==> config.mk <==
export PLATFORM = sky130hd
export DESIGN_NAME = musical_score_recorder
export DESIGN_NICKNAME = d
export VERILOG_FILES = /design/src/rtl/musical_score_recorder.sv
export SDC_FILE = /design/constraint.sdc
export NUM_CORES = 1
export LEC_CHECK = 0
export CORE_UTILIZATION = 40
export CTS_BUF_LIST = sky130_fd_sc_hd__clkbuf_16
export CTS_CLUSTER_DIAMETER = 200
export DETAILED_ROUTE_END_ITERATION = 16
export PLACE_DENSITY = 0.73
export SYNTH_ARGS = -nofsm -noshare
export SYNTH_HDL_FRONTEND = slang
export SYNTH_SLANG_ARGS = --single-unit
==> constraint.sdc <==
create_clock -name clk -period 2.2 [get_ports clk]
set_clock_uncertainty 0.2 [all_clocks]
set_input_delay 0.44 -clock clk [delete_from_list [all_inputs] [get_ports clk]]
set_output_delay 0.44 -clock clk [all_outputs]
set_load 0.01 [all_outputs]
==> src/rtl/musical_score_recorder.sv <==
// rtl/musical_score_recorder.sv - beat-quantised note recorder writing a 1111-terminated score to RAM
// Optional count-in of 16 beats before capture: define SCORE_LEAD_IN_EN.
module musical_score_recorder (
  input  logic        clk,
  input  logic        reset,
  input  logic        start,
  input  logic        stop,
  input  logic [25:0] tempo,
  input  logic [3:0]  played_note,
  input  logic        note_valid,
  output logic        wr_en,
  output logic [7:0]  wr_addr,
  output logic [3:0]  wr_data,
  output logic        recording,
  output logic [7:0]  song_length,
  output logic        done,
  output logic        overflow
);

  typedef enum logic [2:0] {IDLE, LEAD_IN, RECORD, TERMINATE, DONE} state_t;

  localparam logic [3:0] NOTE_REST = 4'h0;
  localparam logic [3:0] NOTE_END  = 4'hF;

`ifdef SCORE_LEAD_IN_EN
  localparam state_t START_STATE = LEAD_IN;
`else
  localparam state_t START_STATE = RECORD;
`endif

  state_t      state_q, state_d;
  logic [25:0] cnt_q, cnt_d;
  logic [7:0]  ptr_q, ptr_d;
  logic [7:0]  len_q, len_d;
  logic [3:0]  lead_q, lead_d;
  logic        done_q, done_d;
  logic        ovf_q, ovf_d;
  logic        active;
  logic        beat;

  always_comb begin
    state_d = state_q;
    cnt_d   = cnt_q;
    ptr_d   = ptr_q;
    len_d   = len_q;
    lead_d  = lead_q;
    done_d  = done_q;
    ovf_d   = ovf_q;
    wr_en   = 1'b0;
    wr_data = NOTE_REST;

    active = (state_q != IDLE) && (state_q != DONE);
    beat   = active && (cnt_q == tempo);

    if (active) begin
      cnt_d = beat ? 26'd0 : cnt_q + 26'd1;
    end

    case (state_q)
      IDLE, DONE: begin
        if (start) begin
          state_d = START_STATE;
          cnt_d   = 26'd0;
          ptr_d   = 8'd0;
          lead_d  = 4'd0;
          done_d  = 1'b0;
          ovf_d   = 1'b0;
        end
      end
      LEAD_IN: begin
        // Leaving on the 16th beat also clears the counter, so RECORD starts on a fresh beat.
        if (stop) begin
          state_d = TERMINATE;
        end else if (beat) begin
          lead_d = lead_q + 4'd1;
          if (lead_q == 4'd15) begin
            state_d = RECORD;
          end
        end
      end
      RECORD: begin
        if (beat) begin
          wr_en   = 1'b1;
          wr_data = (note_valid && (played_note != NOTE_END)) ? played_note : NOTE_REST;
          ptr_d   = ptr_q + 8'd1;
          // Address 255 is kept for the terminator.
          if (ptr_q == 8'd254) begin
            ovf_d   = 1'b1;
            state_d = TERMINATE;
          end
        end
        if (stop) begin
          state_d = TERMINATE;
        end
      end
      TERMINATE: begin
        wr_en   = 1'b1;
        wr_data = NOTE_END;
        len_d   = ptr_q;
        done_d  = 1'b1;
        state_d = DONE;
      end
      default: state_d = IDLE;
    endcase
  end

  always_ff @(posedge clk) begin
    if (!reset) begin
      state_q <= IDLE;
      cnt_q   <= 26'd0;
      ptr_q   <= 8'd0;
      len_q   <= 8'd0;
      lead_q  <= 4'd0;
      done_q  <= 1'b0;
      ovf_q   <= 1'b0;
    end else begin
      state_q <= state_d;
      cnt_q   <= cnt_d;
      ptr_q   <= ptr_d;
      len_q   <= len_d;
      lead_q  <= lead_d;
      done_q  <= done_d;
      ovf_q   <= ovf_d;
    end
  end

  assign wr_addr     = ptr_q;
  assign recording   = (state_q == RECORD);
  assign song_length = len_q;
  assign done        = done_q;
  assign overflow    = ovf_q;

endmodule

## After elaboration in Yosys (flattened, before gate mapping)

Index checks and enable logic that the tools add are counted.

| operators by class | value |
|---|---|
| eq/ne operators | 18 |
| reduce and logical (&&, ||, !) cells | 14 |
| mux-type cells | 29 |
| $add $sub $neg | 3 |

Operator list:

| cell | count |
|---|---|
| 26-bit 2-to-1 mux | 4 |
| 26-bit by 1-bit adder with 26-bit output, second input constant | 1 |
| 26-bit equality test | 1 |
| 3-bit 2-to-1 mux | 7 |
| 4-bit 2-to-1 mux | 5 |
| 8-bit 2-to-1 mux | 2 |
| 4-bit case mux with 2 select lines | 2 |
| 8-bit case mux with 2 select lines | 1 |
| 3-bit case mux with 4 select lines | 1 |
| 3-bit != test, second input constant | 3 |
| 8-bit by 1-bit adder with 8-bit output, second input constant | 1 |
| 8-bit equality test, second input constant | 1 |
| 4-bit AND reduction | 2 |
| 3-bit by 2-bit equality test with 1-bit output, second input constant | 2 |
| 2-bit != test, second input constant | 3 |
| 3-bit by 2-bit != test with 1-bit output, second input constant | 2 |
| 1-bit case mux with 2 select lines | 3 |
| 2-bit nonzero test | 3 |
| 5-bit AND reduction | 1 |
| 4-bit by 1-bit adder with 4-bit output, second input constant | 1 |
| 4-bit equality test, second input constant | 1 |
| 1-bit 2-to-1 mux | 4 |
| 2-bit by 1-bit != test with 1-bit output, second input constant | 2 |
| 4-bit != test, second input constant | 1 |
| 8 further kinds | 10 |

| word-level totals | value |
|---|---|
| logic and storage cells | 71 |
| register bits after elaboration | 51 |
| input bits | 35 |

## Logic depth before layout (Yosys ltp)

Gate-level depths: netlist (run 1).

| logic depth | value |
|---|---|
| depth in word-level cells | 7 |
| depth in mapped cells | 8 |
| depth with buffers taken out | 6 |

## Worst setup path after synthesis (run 1)

OpenSTA, ideal clock, no wires.

| timing | value |
|---|---|
| path type | input to output |
| from | in tempo[23] |
| to | out wr_data[0] |
| data arrival time | 1631 ps |
| buffers on the path | 2 |
| data required time | 1560 ps |
| setup slack | -71 ps |
| stages on the path | 7 |
| cell sequence | xnor2_1 -> nand4_1 -> nor4_2 -> buf_4 -> buf_4 -> nand4_1 -> a21oi_1 |

| on the way | value |
|---|---|
| cells in the longest elaborated chain, start to end | 4 |

RTL lines:

| item | RTL line | text |
|---|---|---|
| start: declaration | 8 | `input logic [25:0] tempo,` |
| 26-bit equality test | 53 | `beat = active && (cnt_q == tempo);` |
| 1-bit logical AND | 53 |  |
| 4-bit 2-to-1 mux | 82 | `if (beat) begin` |
| 4-bit case mux with 2 select lines | 59 | `case (state_q)` |
| end: declaration | 13 | `output logic [3:0] wr_data,` |

Every way passes these cells.

## Worst setup path in the final report (run 1)

| timing | value |
|---|---|
| from | reg cnt_q[17] |
| to | out wr_data[3] |

| on the way | value |
|---|---|
| cells in the longest elaborated chain, start to end | 4 |

RTL lines:

| item | RTL line | text |
|---|---|---|
| start: declaration | 32 | `logic [25:0] cnt_q, cnt_d;` |
| start signal: assignment | 118 | `cnt_q <= cnt_d;` |
| 26-bit equality test | 53 |  |
| 1-bit logical AND | 53 |  |
| 4-bit 2-to-1 mux | 82 |  |
| 4-bit case mux with 2 select lines | 59 |  |

Every way passes these cells.

==> impl_metrics.csv, run 1 <==
group,metric,value,unit
run_status,outcome,"finished with violations",
run_status,violations,"setup timing",
logic_synthesis,async_flop_share,0,%
cts,clk-insertion-delay-late,0.29,ns
cts,clock_tree.root_cell,"clkbuf_16",
logic_synthesis,synth-adder-area-share,1.773,%
logic_synthesis,synth_compound_area_share,9.441,%
placed_design,gp_congestion,0.8254,
logic_synthesis,synth_most_common_cell,"dfxtp_1",
cts,clock_path_buffers,2,
power_and_ir_drop,ir_drop,296.9,uV
sta,slew_viol_final,0,
logic_synthesis,synth_flop_cell,"dfxtp_1",
floorplanning,die_area,7397,um^2
critical_path,cp-end-kind,"primary output",
critical_path,cp_max_fo,2,
critical_path,critPathBufInv,4,
floorplanning,start_util,41.55,%
finish,postLayoutCellArea,4059,um^2
logic_synthesis,avgSynthCellArea,8.426,um^2
sta,finalSetupViolations,5,
logic_synthesis,synthTopCellsByArea,"dfxtp_1 (36%), xnor2_1 (9.9%), nor2_1 (6.6%)",
finish,final_core_util,59.74,%
placed_design,placed_area,3826,um^2
critical_path,slowest_delay,0.34,ns
critical_path,crit_family,"simple AND/OR/NAND/NOR gates",
logic_synthesis,synth_seq_area_share,36.17,%
logic_synthesis,synthTopCellsByCount,"dfxtp_1 (51), nor2_1 (50), nand2_1 (37)",
logic_synthesis,syn_area,2823,um^2
logic_synthesis,yosysWarnings,0,
global_routing,antenna_found_initial,0,
sta,rsz0062_at_grt,"true",
detailed_routing,drc,0,
critical_path,crit_chain,"xnor2_2 > nand4_1 > nor4_2 > buf_4 > buf_6 > buf_6 > nand4_1 > a21oi_2 > buf_2",
global_routing,grt-ovfl-total,0,
detailed_routing,vias_per_cell,5.050,
sta,hold_viol,0,
logic_synthesis,synth_mux_area_share,4.610,%
critical_path,startpoint_type,"flip-flop",
logic_synthesis,synth.distinct_cells,41,
logic_synthesis,ys_ff_latch,51,
sta,layout_setup_ws,-0.3456,ns
logic_synthesis,synth_simple_gate_area_share,28.06,%
critical_path,rrSetupSlack,0.12,ns
floorplanning,rows,30,
detailed_routing,dr.first_iter.drc_count,174,
floorplanning,io_pins,59,
global_routing,grt_usage,20.25,%
critical_path,crit_type,"reg -> out",
sta,worst_pin_slew,0.6032,ns
flow_run,maxCapViolations,0,
critical_path,critical-path-slowest-cell,"dfxtp_2",
logic_synthesis,synthCells,335,
detailed_routing,post_drt_wl_per_cell,13.56,um
placed_design,io_buffers,58,
sta,fmax,392.8,MHz
power_and_ir_drop,total_power,2.155,mW
hold_path,hold_class,"reg -> reg",
finish,multiInputGateArea,1738,um^2
logic_synthesis,synth_edf_count,0,
sta,final.period_utilization,115.7,%
logic_synthesis,synth-xor-area-share,15.51,%
finish,nets,477,
finish,area_growth,43.79,%
global_routing,grt_max_degree,25,
logic_synthesis,synth_top_family_by_area,"simple AND/OR/NAND/NOR gates",
detailed_routing,num_vias,2702,
sta,timing.hold.ws,0.2618,ns
finish,regArea,1023,um^2
sta,min_period,2.546,ns
finish,drive_gt1_share,21.41,%
cts,cts.sinks,51,
floorplanning,core-area,6794,um^2
global_routing,grt_pass1_wl,11.96,mm
cts,cts_tree,"yes",
detailed_routing,postRouteAntennaNets,0,
sta,slew_headroom,59.75,%
critical_path,cp.required,1.56,ns
logic_synthesis,synth_top_area_share,36.17,%
detailed_routing,drt_first_pass_iters,4,
logic_synthesis,yosysTopAreaCell,"dfxtp_1",
placed_design,hpwlAfterDp,5.312,mm
cts,clk_pin_slew,0.07,ns
floorplanning,die_w,86.01,um
global_routing,grt_pass1_vias,2584,
power_and_ir_drop,leakagePower,1.699,nW
power_and_ir_drop,p_per_area,530.9,nW/um^2
cts,htreeDepth,2,
finish,nFillCells,598,
logic_synthesis,syn-num-nets,374,
cts,cts_buffers,5,
detailed_routing,routed_wl,7.253,mm
floorplanning,die_h,86.01,um
finish,num_antenna_cells,0,
critical_path,arrival,1.91,ns
power breakdown:
group,total [mW],internal (mW),switching [mW],leakage (nW)
Sequential,0.940,0.933,0.00705,0.412
Combinational,0.333,0.168,0.166,1.21
Clock,0.881,0.537,0.345,0.0818
Total,2.15,1.64,0.517,1.70
worst paths after layout:
| path | from | end | cells after the start |
|---|---|---|---|
| max reg2reg | cnt_q[17] | cnt_q[6] | 9 |
| min | overflow | overflow | 2 |
| min reg2reg | overflow | overflow | 2 |
| max | cnt_q[17] | wr_data[3] | 9 |
kinds of logic after synthesis:
kind of cell | after synthesis
multiplexers | 13
adder cells (fa/ha/maj) | 4
AO/OA/AOI/OAI | 39
flip-flops | 51
buffers and inverters | 24
XOR/XNOR | 50
AND/OR/NAND/NOR | 154
cell type report:
type / count / share of cell area [%]
Clock inverter: 3 / 1.048
Multi-Input combinational cell: 260 / 42.82
Clock buffer: 5 / 3.083
Inverter: 8 / 0.7398
Sequential cell: 51 / 25.22
Tap cell: 96 / 2.959
Timing Repair Buffer: 112 / 24.14
sequential cells by signal, summed over array words and instances (netlist names):
register / cells
lead_q: 4
overflow: 1
done: 1
song_length: 8
cnt_q: 26
state_q: 3
wr_addr: 8
per-stage QoR:
stage	setup WS, ns	cells	TNS [ns]
global placement	-0.8546	520	-18.43
CTS	-0.3579	531	-1.365
finish	-0.3456	535	-1.421
detailed placement	-0.8959	520	-19.51
global route	-0.4550	535	-2.013
floorplan	0.01998	335	0
routing by layer:
layer	wire, um	vias up	part of all wire, %	track usage (%)
met2	3539	80	49	34.56
li1	-	1358	-	-
met4	67	0	0.92	6.212
met1	3360	1259	46	26.35
met5	0	-	0	0
met3	286	5	3.9	2.984
tightest hold or removal path: stages, from the launching register on:
cell     delay (ns)
dfxtp_1        0.31
nand2_1        0.05
o31ai_1        0.05
repair_timing:
item,CTS,global route
buffers inserted,3,3
hold buffers,0,0
pin swaps,37,8
resized for setup,65,7
cloned,0,1
setup endpoints to repair,38,37
layout by cell type, fill, tap and decap left out, drive strengths merged, types with 2 or more instances in the layout:
cell            n
a211o           2
a21oi          12
a31o            7
a31oi          11
and2            3
and3            4
and4            4
buf            59
clkbuf          9
clkdlybuf4s15   3
clkdlybuf4s50  26
dfxtp          51
dlygate4sd2    20
ha              4
inv             9
mux2i          13
nand2          37
nand2b          6
nand3          13
nand3b          2
nand4          19
nor2           51
nor3            5
nor4            3
or2             2
or2b            2
xnor2          32
xor2           18
Note: power is estimated with default switching activity, not from simulation.
==> run 2: changes to the inputs <==
--- a/config.mk
+++ b/config.mk
@@ -10,6 +10,8 @@
 export CTS_CLUSTER_DIAMETER = 200
 export DETAILED_ROUTE_END_ITERATION = 16
 export PLACE_DENSITY = 0.73
+export REMOVE_ABC_BUFFERS = 1
+export SETUP_SLACK_MARGIN = 0.1
 export SYNTH_ARGS = -nofsm -noshare
 export SYNTH_HDL_FRONTEND = slang
 export SYNTH_SLANG_ARGS = --single-unit
==> impl_metrics.csv, run 2 (synthesis results as in run 1) <==
group,metric,value,unit
cts,cts.sinks,51,
global_routing,met3_usage,3.272,%
power_and_ir_drop,p_per_area,472.3,nW/um^2
critical_path,cp_max_fo,4,
finish,layout_commonest_cell,"buf_4",
finish,nets,501,
cts,clock_tree.root_cell,"clkbuf_16",
global_routing,grt_use_met1,27.12,%
detailed_routing,num_vias,2966,
global_routing,grt-ovfl-total,0,
finish,area_growth,61.79,%
power_and_ir_drop,leakagePower,1.918,nW
global_routing,grt_max_degree,19,
sta,hold_viol,0,
global_routing,grt_pass1_wl,13.19,mm
sta,finalSetupViolations,42,
floorplanning,rows,30,
floorplanning,core-area,6794,um^2
sta,worst_pin_slew,0.7076,ns
detailed_routing,routed_wl,8.758,mm
finish,final_cell_mix,"buf_4 (51), nor2_1 (47), nand2_1 (36)",
floorplanning,io_pins,59,
finish,num_antenna_cells,0,
placed_design,hpwlAfterDp,5.167,mm
sta,rsz0062_at_grt,"true",
global_routing,grt.busiest_layer,"met2",
critical_path,cp.required,1.56,ns
global_routing,antenna_found_initial,0,
sta,slew_headroom,52.78,%
critical_path,crit_type,"reg -> out",
placed_design,dp_worst_setup_slack,-0.9134,ns
global_routing,grt_pass1_vias,2802,
run_status,outcome,"finished with violations",
critical_path,startpoint_type,"flip-flop",
cts,clock_path_buffers,2,
global_routing,grt_usage,22.52,%
placed_design,gp_congestion,0.8728,
placed_design,io_buffers,58,
detailed_routing,dr.first_iter.drc_count,202,
sta,layout_setup_ws,-0.3434,ns
critical_path,arrival,1.90,ns
sta,fmax,393.2,MHz
cts,cts_tree,"yes",
hold_path,hold_class,"reg -> reg",
power_and_ir_drop,ir_drop,373.5,uV
detailed_routing,drc,0,
run_status,violations,"setup timing",
floorplanning,start_util,41.55,%
flow_run,maxCapViolations,0,
finish,largest_register_ffs,26,
cts,cts_buffers,5,
global_routing,gr-usage-met2,41.05,%
cts,clk-insertion-delay-late,0.29,ns
sta,slew_viol_final,0,
sta,final.period_utilization,115.6,%
finish,final_core_util,67.22,%
detailed_routing,drt_first_pass_iters,5,
cts,htreeDepth,2,
detailed_routing,postRouteAntennaNets,0,
sta,min_period,2.543,ns
finish,drive_gt1_share,33.91,%
critical_path,cp-end-kind,"primary output",
detailed_routing,vias_per_cell,5.306,
floorplanning,die_h,86.01,um
cts,clk_pin_slew,0.07,ns
floorplanning,die_w,86.01,um
detailed_routing,post_drt_wl_per_cell,15.67,um
floorplanning,die_area,7397,um^2
finish,nFillCells,500,
finish,largest_register,"cnt_q",
-- run 2: cell count changes in the layout (fill, tap and decap cells not counted), sizes merged --
cell and change:
dlygate4sd2 -19, bufinv -1, clkdlybuf4s15 +13, clkbuf +6, inv +1, buf +24, clkinv -1, clkinvlp +1
-- run 2: area by class of cell --
class	count	area, um^2	share of cell area (%)
multi-input cells	260	1876	41.07
inverters	8	32.53	0.7123
well taps	96	120.1	2.630
clock inverters	3	27.53	0.6027
flip-flops and latches	51	1044	22.85
clock buffers	5	125.1	2.740
repair buffers	136	1343	29.40
-- run 2: repair_timing --
action	4_1_cts	5_1_grt
hold buffers	0	0
buffers inserted	14	14
pin swaps	53	30
gates resized for setup	114	50
cloned	4	1
setup endpoints to repair	46	45
-- run 2: worst paths after layout --
check | from | slack, ns | cells past startpoint | end
max | cnt_q[0] | -0.34 | 8 | wr_data[3]
min | lead_q[1] | 0.28 | 2 | lead_q[1]
max reg2reg | cnt_q[0] | -0.18 | 13 | cnt_q[20]
min reg2reg | lead_q[1] | 0.28 | 2 | lead_q[1]
-- run 2: per-layer routing --
metal  up-vias  wire length, um
met1      1398             3508
met4         0              186
met3        26              446
met2       119             4617
met5         -                0
li1       1423                -
-- run 2: per-stage QoR --
stage	cell area, um^2	hold WS, ns	setup TNS [ns]	total power [mW]	std cells
floorplan	2728	0.2506	-22.15	1.108	319
global placement	3841	0.2458	-24.05	1.282	524
detailed placement	3841	0.2528	-23.14	1.285	524
CTS	4400	0.2622	-1.538	2.155	549
global route	4567	0.3150	-8.994	2.241	559
finish	4567	0.2835	-6.079	2.157	559
-- run 2: power by group --
part	switching [mW]	internal, mW	leakage, nW	total [mW]
sequential	0.00958	0.933	0.419	0.942
combinational	0.195	0.202	1.43	0.398
clock	0.382	0.435	0.0723	0.817
total	0.587	1.57	1.92	2.16
-- run 2: worst max-delay path, stage by stage, from the launching register on --
cell	delay (ns)
dfxtp_2	0.34
xnor2_2	0.16
nand4_1	0.17
nor4_4	0.27
buf_4	0.18
buf_12	0.10
nand4_1	0.08
a21oi_1	0.17
buf_2	0.15
